File: src/rtl/pavan_handshake_pulse_src_ctrl_pkg.sv
// Shared types and constants for the handshake pulse source controller.
package pavan_handshake_pulse_src_ctrl_pkg;

    // Controller state encoding.
    typedef enum logic [2:0] {
        IDLE      = 3'd0,
        ISSUE     = 3'd1,
        WAIT_RISE = 3'd2,
        WAIT_FALL = 3'd3,
        GUARD     = 3'd4
    } state_t;

    // Default pending counter width and the deepest queue it can hold.
    localparam int CNT_W_DEFAULT = 4;
    localparam int PEND_MAX      = (1 << CNT_W_DEFAULT) - 1;

    // Bits needed to hold values 0..max_val, never less than one.
    function automatic int cnt_width(input int max_val);
        return (max_val < 1) ? 1 : $clog2(max_val + 1);
    endfunction

endpackage

File: src/rtl/pavan_sat_updown_cnt.sv
// Saturating up/down counter: never wraps in either direction; an increment
// that arrives while full (with no matching decrement) is dropped and flagged.
module pavan_sat_updown_cnt #(
    parameter int W = 4
) (
    input  logic         clk_a,
    input  logic         rst_n,
    input  logic         inc,
    input  logic         dec,
    output logic [W-1:0] cnt,
    output logic         full,
    output logic         drop
);

    assign full = &cnt;
    // A coincident decrement frees a slot, so only a lone increment at full is lost.
    assign drop = inc & ~dec & full;

    // Count update; inc and dec together cancel out.
    always_ff @(posedge clk_a or negedge rst_n) begin
        if (!rst_n) begin
            cnt <= '0;
        end else if (inc && !dec && !full) begin
            cnt <= cnt + W'(1);
        end else if (dec && !inc && (cnt != '0)) begin
            cnt <= cnt - W'(1);
        end
    end

endmodule

File: src/rtl/pavan_handshake_pulse_src_ctrl.sv
// Transmit-side controller for the handshake pulse synchronizer: queues local
// events and issues them one at a time, tracking each busy rise/fall handshake.
module pavan_handshake_pulse_src_ctrl
    import pavan_handshake_pulse_src_ctrl_pkg::*;
#(
    parameter int CNT_W        = CNT_W_DEFAULT,
    parameter int GUARD_CYCLES = 1,
    parameter int RISE_TO      = 4
) (
    input  logic             clk_a,
    input  logic             rst_n,
    input  logic             evt_in,
    input  logic             busy_in,
    input  logic             clr_err,
    output logic             pulse_out,
    output logic             tx_done,
    output logic [CNT_W-1:0] pending,
    output logic             overflow,
    output logic             lost,
    output logic             idle
);

    localparam int TO_W = cnt_width(RISE_TO);
    localparam int G_W  = cnt_width(GUARD_CYCLES);
    localparam logic [TO_W-1:0] TO_LOAD = TO_W'(RISE_TO);
    localparam logic [G_W-1:0]  G_LOAD  = G_W'(GUARD_CYCLES);

    state_t          state, state_n;
    logic [TO_W-1:0] to_cnt, to_cnt_n;
    logic [G_W-1:0]  g_cnt, g_cnt_n;
    logic            pulse_n, done_n, lost_set, deq;
    logic            pend_full, pend_drop, ovf_set;

    pavan_sat_updown_cnt #(.W(CNT_W)) u_pend_cnt (
        .clk_a (clk_a),
        .rst_n (rst_n),
        .inc   (evt_in),
        .dec   (deq),
        .cnt   (pending),
        .full  (pend_full),
        .drop  (pend_drop)
    );

    assign ovf_set = pend_full & pend_drop;
    assign idle    = (state == IDLE) && (pending == '0);

    // Next-state, counter and strobe decode; dequeue only from IDLE with busy low.
    always_comb begin
        state_n  = state;
        to_cnt_n = to_cnt;
        g_cnt_n  = g_cnt;
        pulse_n  = 1'b0;
        done_n   = 1'b0;
        lost_set = 1'b0;
        deq      = 1'b0;
        case (state)
            IDLE: begin
                if ((pending != '0) && !busy_in) begin
                    deq     = 1'b1;
                    pulse_n = 1'b1;
                    state_n = ISSUE;
                end
            end
            ISSUE: begin
                state_n  = WAIT_RISE;
                to_cnt_n = TO_LOAD;
            end
            WAIT_RISE: begin
                if (busy_in) begin
                    state_n = WAIT_FALL;
                end else if (to_cnt <= TO_W'(1)) begin
                    // Timed out; the dequeued event is abandoned, not re-queued.
                    to_cnt_n = '0;
                    lost_set = 1'b1;
                    state_n  = GUARD;
                    g_cnt_n  = G_LOAD;
                end else begin
                    to_cnt_n = to_cnt - TO_W'(1);
                end
            end
            WAIT_FALL: begin
                if (!busy_in) begin
                    done_n = 1'b1;
                    if (GUARD_CYCLES > 0) begin
                        state_n = GUARD;
                        g_cnt_n = G_LOAD;
                    end else begin
                        state_n = IDLE;
                    end
                end
            end
            GUARD: begin
                if (g_cnt <= G_W'(1)) begin
                    g_cnt_n = '0;
                    state_n = IDLE;
                end else begin
                    g_cnt_n = g_cnt - G_W'(1);
                end
            end
            default: state_n = IDLE;
        endcase
    end

    // State, counters, registered strobes and sticky flags (set beats clear).
    always_ff @(posedge clk_a or negedge rst_n) begin
        if (!rst_n) begin
            state     <= IDLE;
            to_cnt    <= '0;
            g_cnt     <= '0;
            pulse_out <= 1'b0;
            tx_done   <= 1'b0;
            overflow  <= 1'b0;
            lost      <= 1'b0;
        end else begin
            state     <= state_n;
            to_cnt    <= to_cnt_n;
            g_cnt     <= g_cnt_n;
            pulse_out <= pulse_n;
            tx_done   <= done_n;
            overflow  <= ovf_set | (overflow & ~clr_err);
            lost      <= lost_set | (lost & ~clr_err);
        end
    end

endmodule

File: config.mk
export PLATFORM = sky130hd
export DESIGN_NAME = pavan_handshake_pulse_src_ctrl
export DESIGN_NICKNAME = d
export VERILOG_FILES = /design/src/rtl/pavan_handshake_pulse_src_ctrl_pkg.sv /design/src/rtl/pavan_sat_updown_cnt.sv /design/src/rtl/pavan_handshake_pulse_src_ctrl.sv
export SDC_FILE = /design/constraint.sdc
export NUM_CORES = 1
export LEC_CHECK = 0
export CAP_MARGIN = 20
export CORE_MARGIN = 10
export CORE_UTILIZATION = 49
export DETAILED_ROUTE_END_ITERATION = 10
export PLACE_DENSITY = 0.77
export SLEW_MARGIN = 40
export SYNTH_ARGS = -nofsm -noshare
export SYNTH_HDL_FRONTEND = slang
export SYNTH_SLANG_ARGS = --single-unit
export TNS_END_PERCENT = 5
File: constraint.sdc
create_clock -name clk_a -period 2.8 [get_ports clk_a]
set_input_delay 0.28 -clock clk_a [delete_from_list [all_inputs] [get_ports clk_a]]
set_output_delay 0.28 -clock clk_a [all_outputs]
set_load 0.01 [all_outputs]
==> key figures <==
Run status
  – Status: finished, final reports clean

Floorplan
  – Chip Height: 59.24 um
  – FP Rows: 14
  – Die Area: approximately 3500 sq um
  – Chip width: slightly below 60 um
  – Placeable Area: 1489 sq um
  – I/O pin count: 14
  – Initial Utilization: 50.67%

Placement
  – Final HPWL DP: 1223 um
  – Gpl congestion: 0.8054
  – Placed cells: 103
  – Placed inst area: 919.6 sq um
  – I/O Buffers: 13
  – DP Worst Slack: approximately 0.29 ns

STA
  – Worst slew margin: about three fifths
  – Slew @ Worst Pin: 0.5950 ns
  – Fin. max-slew vios: 0
  – Final hold slack: 0.3679 ns
  – Final period util: 87.17%
  – RSZ-0062 raised after global routing: false
  – Setup WS post-layout: 0.3592 ns
  – # setup viols final: 0
  – Fmax: 0.4097 GHz
  – Setup TNS: 0 ns
  – Clk_skew: 0.002753 ns
  – Minimum clock period: 2.441 ns
  – Final Hold Fails: 0

Clock network
  – CTS Buf Count: 3
  – Postcts setup bufs: 0
  – Hold buffers post-CTS: 0
  – Clk Tree Root Cell: clkbuf_4
  – CTS tree: done
  – Clock Latency Late Sink: 0.28 ns
  – PostCTS Resize Cnt: 0
  – Maximum clock path buffer count: 2
  – H-tree depth reported by CTS: 1
  – Clk sinks: 14
  – Clock transition at the registers of the reported paths: 0.08 ns

Cells and area
  – Area delta synth->final: 24.88%
  – Register area: 350.3 sq um
  – Final instance area: 942.2 sq um
  – Ratio of cells with drive above 1 in the final layout: 12.22%
  – Non-Filler Instances: 106
  – Nets@finish: 101
  – Area of the multi-input gates: 377.9 sq um
  – Antenna Cells: 0
  – Core Util, Final: 63.28%
  – Filler cells: 130

Pwr
  – Power Total: between 1 and 1.5 mW
  – Leak: 0.4324 nW
  – PD cells: around 1100 nW/um^2
  – Max VDD drop: 610.5 uV

Drt
  – Initial DRC count: 2
  – Via density: about 5.8
  – Total number of vias: 616
  – Drt wl/cell: approximately 15 um
  – Drt total wl: 1551 um
  – Number of remaining DRC errors: 0
  – Antenna-violating nets left: 0
  – First-pass detailed-route iteration total: 3

Critical path
  – Critical path class: flip-flop to primary output
  – Required time of the critical path: 2.52 ns
  – Crit-path max FO: 8
  – CP arrival: 2.16 ns
  – Critical Path Sink Type: primary output
  – Worst Setup Start Kind: flip-flop

Global routing
  – Via count of the first global-routing pass: 617
  – Global-route wire length before repair: 2684 um
  – Total global-route track usage: 10.19%
  – Largest net degree at the start of global routing: 15
  – Initial antenna violation count: 0
  – GRT Residual Overflow: 0

Logic synthesis
  – Syn Inst Count: 72
  – Primary FF master, synth: dfrtp_1
  – Post-synth ARST share: 100.0%
  – Mux cell area share after synthesis: 6.799%
  – Simple-gate share of the synthesized area: 18.08%
  – Cell Area, Synth: 754.5 sq um
  – Largest family of logic cells by synthesized area: simple AND/OR/NAND/NOR gates
  – EDFF count, synth: 0
  – Compound-Gate Fraction of Synth Area: about 15%
  – Post-synthesis sequential area ratio: between 40% and 50%
  – Synthesis-stage register bit count: 14
  – Synth warnings: 0
  – XOR/XNOR share of the synthesized area: 2.322%
  – Distinct cells, synth: 33
  – Mean post-synth cell area: 10.48 sq um
  – Syn_nets: 81
  – Synthesized-area fraction occupied by adder cells: 7.629%

Job
  – # Max-Cap Violations: 0

Min path
  – Path category of the worst min-delay check: primary input to asynchronous set/reset pin
## final cells by class
type	instances	area share, %
tap	16	2.125
multi-input combinational	51	40.11
sequential	14	37.18
inverter	7	2.789
timing repair buffer	15	15.41
clock buffer	3	2.390
## state kept, by name, indices dropped and copies added (netlist names)
name            count
u_pend_cnt.cnt      4
to_cnt              3
tx_done             1
lost                1
overflow            1
pulse_out           1
state               3
## Yosys cell counts, types with 2 or more instances
| cell | n | area (sq um) |
|---|---|---|
| nand2_1 | 4 | 15.01 |
| dfrtp_1 | 14 | 350.3 |
| nand2b_1 | 4 | 25.02 |
| nor4_1 | 2 | 12.51 |
| mux2i_1 | 4 | 40.04 |
| inv_1 | 7 | 26.28 |
| nor3_1 | 2 | 10.01 |
| nor2_1 | 4 | 15.01 |
| ha_1 | 3 | 37.54 |
| a21oi_1 | 5 | 25.02 |
## critical path: stages, from the launching register on
cell             delay, ns
dfrtp_1               0.48
or4_1                 0.61
nor4_1                0.21
clkdlybuf4s50_1       0.58
## per-layer routing
metal,global-route usage (%),wire length [um],share of wire [%]
met1,11.62,662,43
met5,0,0,0
met3,5.365,122,7.9
met2,14.12,719,46
met4,7.213,46,3.0
## where the power goes
group	internal, mW	switching, mW
clock	0.0500	0.0615
combinational	0.297	0.252
sequential	0.286	0.112
total	0.633	0.425
## path summary, 6_finish.rpt
| kind | startpoint | endpoint | slack (ns) | cells past startpoint |
|---|---|---|---|---|
| max in group asynchronous | rst_n | state[2] | 2.04 | 1 |
| min in group clk_a | lost | lost | 0.49 | 2 |
| worst max register to register | state[2] | u_pend_cnt.cnt[3] | 0.46 | 7 |
| worst min-delay path | rst_n | u_pend_cnt.cnt[1] | 0.37 | 1 |
| worst min register to register | lost | lost | 0.49 | 2 |
| worst max-delay path | u_pend_cnt.cnt[1] | idle | 0.36 | 3 |
## logic make-up (layout without fill, tap and decap cells)
logic type / after synthesis / count (layout)
compound gates: 17 / 17
xor+xnor: 2 / 2
fa+ha+maj: 4 / 4
buf+inv: 7 / 25
flops: 14 / 14
mux: 5 / 5
simple gates: 23 / 23
## cell usage in the layout, fill, tap and decap left out, types with 2 or more instances in the layout
cell / n
nor2_1: 4
a21oi_1: 5
mux2i_1: 4
nor3_1: 2
nand2b_1: 4
clkdlybuf4s50_1: 13
dfrtp_1: 14
inv_1: 7
nand2_1: 4
ha_1: 3
clkbuf_4: 3
nor4_1: 2
buf_4: 2
(Power assumes the default switching activity.)
==> variant 1 (config.mk and constraints unchanged) <==
The parameter `RISE_TO` goes from 4 to 3.
--- a/src/rtl/pavan_handshake_pulse_src_ctrl.sv
+++ b/src/rtl/pavan_handshake_pulse_src_ctrl.sv
@@ -6,5 +6,5 @@
     parameter int CNT_W        = CNT_W_DEFAULT,
     parameter int GUARD_CYCLES = 1,
-    parameter int RISE_TO      = 4
+    parameter int RISE_TO      = 3
 ) (
     input  logic             clk_a,
Function: changed (Yosys sat finds a counterexample within 10 cycles, from zero or initial values and one cycle with rst_n low).
==> variant 1 against the original RTL <==
  * Highest routed layer unchanged
  * Critical path type unchanged
  * Area after synthesis down 4.3%
  * Sequential cell count decreased by 1
  * Critical path depth stayed put
  * Non-clock buffer count is the same
  * Worst hold slack lost 2.8 ps
  * Routed wire length up 2.6%
  * Total power down 3.1%
  * Worst setup slack gained 36 ps
  * Final area fell by 4.8%
==> variant 1: results (changes against the original RTL) <==
.. list-table::
   :header-rows: 1

   * - Metric
     - Value
   * - Final #Nets
     - 95 (-5.9%)
   * - ANT nets after route
     - 0 (unchanged)
   * - Xor/xnor cell area share of the yosys netlist
     - 2.426% (+0.10 points)
   * - Count of fill cells added during filler insertion
     - 108 (-17%)
   * - Largest registers in the final layout
     - u_pend_cnt.cnt (4), state (3), to_cnt (2)
   * - Layout cell share with drive strength beyond 1
     - 13.95% (+1.7 points)
   * - Post-CTS Setup Repair Bufs
     - 0 (unchanged)
   * - Clock slew seen by the registers of the worst setup and hold paths
     - 80 ps (about the same)
   * - DPL Wire Length
     - 1222 um (about the same)
   * - P_leak
     - 0.3908 nW (-9.6%)
   * - Global-route wire length before repair
     - 2642 um (-1.6%)
   * - Root buffer cell
     - clkbuf_4
   * - Warnings from Yosys
     - 0 (unchanged)
   * - Placed cell count
     - 97 (-5.8%)
   * - DR iter-0 viols
     - 10 (+8)
   * - Hold Crit Class
     - in2async
   * - Insertion delay of the later-clocked pin in the worst-skew pair
     - 280 ps (about the same)
   * - CP arrival
     - 2130 ps (-30 ps)
   * - Maximum VDD drop
     - 0.6397 mV (+4.8%)
   * - Net count after synthesis
     - 77 (-4.9%)
   * - Area after DPL
     - 870.8 um2 (-5.3%)
   * - Top cells by area, synth
     - dfrtp_1 45%, nor2_1 4.2%, o311ai_4 3.6%
   * - Largest net degree at the start of global routing
     - 14 (-1)
   * - Unique masters post-synth
     - 31 (-6.1%)
   * - Length in cells of the worst reg-to-reg path
     - 7 (unchanged)
   * - Cells after Synth
     - 69 (-4.2%)
   * - Vias per Instance
     - 5.752 (-1.0%)
   * - Power dissipated by switching net loads
     - 0.4325 mW (+1.7%)
   * - Least-Margin Pin Slew
     - 571.5 ps (-23.49 ps)
   * - Share of the yosys chip area belonging to registers
     - 45.06% (-1.4 points)
   * - Most instantiated cells after synthesis
     - 13 x dfrtp_1, 8 x nor2_1, 6 x inv_1
   * - Mux share of post-synthesis cell area
     - 2.773% (-4.0 points)
   * - Final setup skew
     - 1.643 ps (-1.110 ps)
   * - First-pass iteration count of the detailed router
     - 4 (+1)
   * - Number of buffer cells added on primary ports
     - 13 (unchanged)
   * - Vias in the first global route
     - 592 (-4.1%)
   * - Post-detailed-routing wire length
     - 1592 um (+2.6%)
   * - Share of the synthesized area in compound gates (AO/OA/AOI/OAI)
     - 16.46% (+1.2 points)
   * - Synth async-reset ratio
     - 100.0% (unchanged)
   * - Outcome
     - finished, final reports clean
   * - Total routing usage reported by global routing
     - 9.725% (-0.46 points)
   * - Count of cells resized by post-cts repair
     - 0 (unchanged)
   * - Adder-cell share of the synthesized area
     - 6.239% (-1.4 points)
   * - Count of placed standard cells in the final layout, fillers left out
     - 101 (-4.7%)
   * - Cell with the most instances after synthesis
     - dfrtp_1
   * - DP Worst Slack
     - 319.6 ps (+26.98 ps)
   * - Final weighted congestion in routability-driven placement
     - 0.7507 (-6.8%)
## variant 1: cell count changes after synthesis, moves of 2 or more
cell	before	now
nand2b_1	4	0
nor2_1	4	8
mux2i_1	4	2
nand3_1	0	2
nor2b_1	0	2
nor4_2	0	2
## variant 1: metal layers
layer,wire (um),up-vias,GRT usage (%)
met4,28,0,5.034
li1,-,286,-
met1,763,277,11.40
met2,728,14,15.33
met5,0,-,0
met3,70,4,3.219
## variant 1: power groups by stage
stage                     sequential, mW  clock, mW  combinational (mW)
final                              0.412      0.117               0.497
after global routing               0.428      0.129               0.553
after CTS                          0.411      0.121               0.503
after detailed placement           0.414          0               0.498
after global placement             0.408          0               0.475
after floorplan                    0.385          0               0.339
## variant 1: layout make-up
| cell class | instances | area (um2) | area share [%] |
|---|---|---|---|
| inverters | 6 | 22.52 | 2.510 |
| well taps | 15 | 18.77 | 2.092 |
| flip-flops and latches | 13 | 325.3 | 36.26 |
| clock buffers | 4 | 26.28 | 2.929 |
| repair buffers | 15 | 145.1 | 16.18 |
| multi-input cells | 48 | 359.1 | 40.03 |
## variant 1: cell families (layout without fill, tap and decap cells)
family	Yosys count	after routing
flip-flops	13	13
AO/OA/AOI/OAI	15	15
XOR/XNOR	2	2
buffers and inverters	8	25
AND/OR/NAND/NOR	26	26
adder cells (fa/ha/maj)	3	3
multiplexers	2	2
## variant 1: final timing paths
check,slack (ps),start,endpoint
setup / recovery,390,u_pend_cnt.cnt[1],idle
hold / removal,370,rst_n,tx_done
setup reg to reg,490,state[0],u_pend_cnt.cnt[3]
hold reg to reg,550,lost,lost
max in group asynchronous,2060,rst_n,u_pend_cnt.cnt[2]
min in group clk_a,550,lost,lost
## variant 1: worst max-delay path, stage by stage, from the launching register on
cell	delay, ps
dfrtp_1	490
or4_4	600
nor4_1	180
clkdlybuf4s50_1	580
==> variant 2 (same flow settings) <==
Without the edit above. Reset style: synchronous (`rst_n`), changed in 2 clocked blocks.
--- a/src/rtl/pavan_sat_updown_cnt.sv
+++ b/src/rtl/pavan_sat_updown_cnt.sv
@@ -18,5 +18,5 @@
 
     // Count update; inc and dec together cancel out.
-    always_ff @(posedge clk_a or negedge rst_n) begin
+    always_ff @(posedge clk_a) begin
         if (!rst_n) begin
             cnt <= '0;
--- a/src/rtl/pavan_handshake_pulse_src_ctrl.sv
+++ b/src/rtl/pavan_handshake_pulse_src_ctrl.sv
@@ -103,5 +103,5 @@
 
     // State, counters, registered strobes and sticky flags (set beats clear).
-    always_ff @(posedge clk_a or negedge rst_n) begin
+    always_ff @(posedge clk_a) begin
         if (!rst_n) begin
             state     <= IDLE;
Formal check against the unedited RTL: differs if rst_n is asserted again (counterexample within 4 cycles, from zero or initial values and one cycle with rst_n low); with rst_n held inactive, the same outputs for 10 cycles.
==> variant 2 against the original RTL <==
  * Final area shrank 1.6%
  * Sequential cell count is the same
  * Sequential share of layout area shrank 7.0 points
  * First-iteration DRC count grew to 4.0 times the old value
  * Routed wire length shrank 1.7%
  * Area after synthesis shrank 0.83%
  * Cell count grew 7.5%
  * Core utilization shrank 0.27 points
  * Total power shrank 20%
  * Worst setup slack gained 150 ps
  * Largest cell class unchanged
  * Largest power group unchanged
  * Highest routed layer unchanged
==> variant 2: results (changes against the original RTL) <==
.. list-table::
   :header-rows: 1

   * - Metric
     - Value
   * - Least-Margin Pin Slew
     - 394.5 ps (-200.5 ps)
   * - Main flop type after synthesis
     - dfxtp_1
   * - P_leak
     - 0.3660 nW (-15%)
   * - Maximum VDD drop
     - 0.4193 mV (-31%)
   * - Cells after Synth
     - 81 (+13%)
   * - Total routing usage reported by global routing
     - 9.370% (-0.82 points)
   * - Clock tree cell share of total cell area
     - 3.914% (+1.5 points)
   * - #MultiIn Comb
     - 60 (+18%)
   * - R2R setup slack
     - 510 ps (+50 ps)
   * - CP arrival
     - 2490 ps (+330 ps)
   * - Global routing usage on met1
     - 11.03% (-0.59 points)
   * - Vias per Instance
     - 5.518 (-5.1%)
   * - Hold Crit Class
     - reg2reg
   * - Post-Route M1 WL
     - 689 um (+4.1%)
   * - Outcome
     - finished, final reports clean
   * - Synth async-reset ratio
     - 0% (-100 points)
   * - Area after DPL
     - 890.9 um2 (-3.1%)
   * - Final weighted congestion in routability-driven placement
     - 0.8275 (+2.7%)
   * - DP Worst Slack
     - 440.8 ps (+148.2 ps)
   * - Final setup skew
     - 1.751 ps (-1.002 ps)
   * - First-pass iteration count of the detailed router
     - 4 (+1)
   * - Clock buffers
     - 4 (+1)
   * - Unique masters post-synth
     - 32 (-3.0%)
   * - Max Fclk
     - 437.3 MHz (+6.7%)
   * - Met2 track utilization from global routing
     - 15.77% (+1.6 points)
   * - Met2 layer wire length in the routed design
     - 702 um (-2.4%)
   * - Cell at the slowest stage of the critical path
     - nor4_1
   * - Global-route wire length before repair
     - 2670 um (-0.52%)
   * - Net count after synthesis
     - 90 (+11%)
   * - Most instantiated cells after synthesis
     - 14 x dfxtp_1, 7 x nand2_1, 6 x nor2_1
   * - Area of combinational cells with multiple inputs
     - 426.7 um2 (+13%)
   * - Count of fill cells added during filler insertion
     - 124 (-4.6%)
   * - Worst hold slack
     - 504.1 ps (+136.2 ps)
   * - Non-clock inverter instance count of the final layout
     - 5 (-2)
   * - Global routing met3 resource utilization
     - 2.790% (-2.6 points)
   * - Share of the yosys chip area belonging to registers
     - 37.46% (-9.0 points)
   * - Maximum single-stage delay on the critical path
     - 420 ps (-190 ps)
   * - Met3 WL
     - 119 um (-2.5%)
==> variant 2: power by group <==
part / total [mW] / switching (mW) / internal, mW
clock network: 0.142 / 0.0627 / 0.0789
logic: 0.398 / 0.181 / 0.217
registers: 0.311 / 0.0644 / 0.247
==> variant 2: final timing paths <==
path | from | to | cells past startpoint
worst max-delay path | u_pend_cnt.cnt[0] | u_pend_cnt.cnt[3] | 8
worst max register to register | u_pend_cnt.cnt[0] | u_pend_cnt.cnt[3] | 8
worst min register to register | to_cnt[1] | to_cnt[1] | 2
worst min-delay path | to_cnt[1] | to_cnt[1] | 2
==> variant 2: kinds of logic (layout without fill, tap and decap cells) <==
group           count (synthesis)  in the layout  share of synthesized area, %
buf+inv                         7             24                         5.518
xor+xnor                        2              2                         2.342
simple gates                   34             34                         26.09
mux                             3              3                         5.686
flops                          14             14                         37.46
compound gates                 17             17                         15.22
fa+ha+maj                       4              4                         7.693
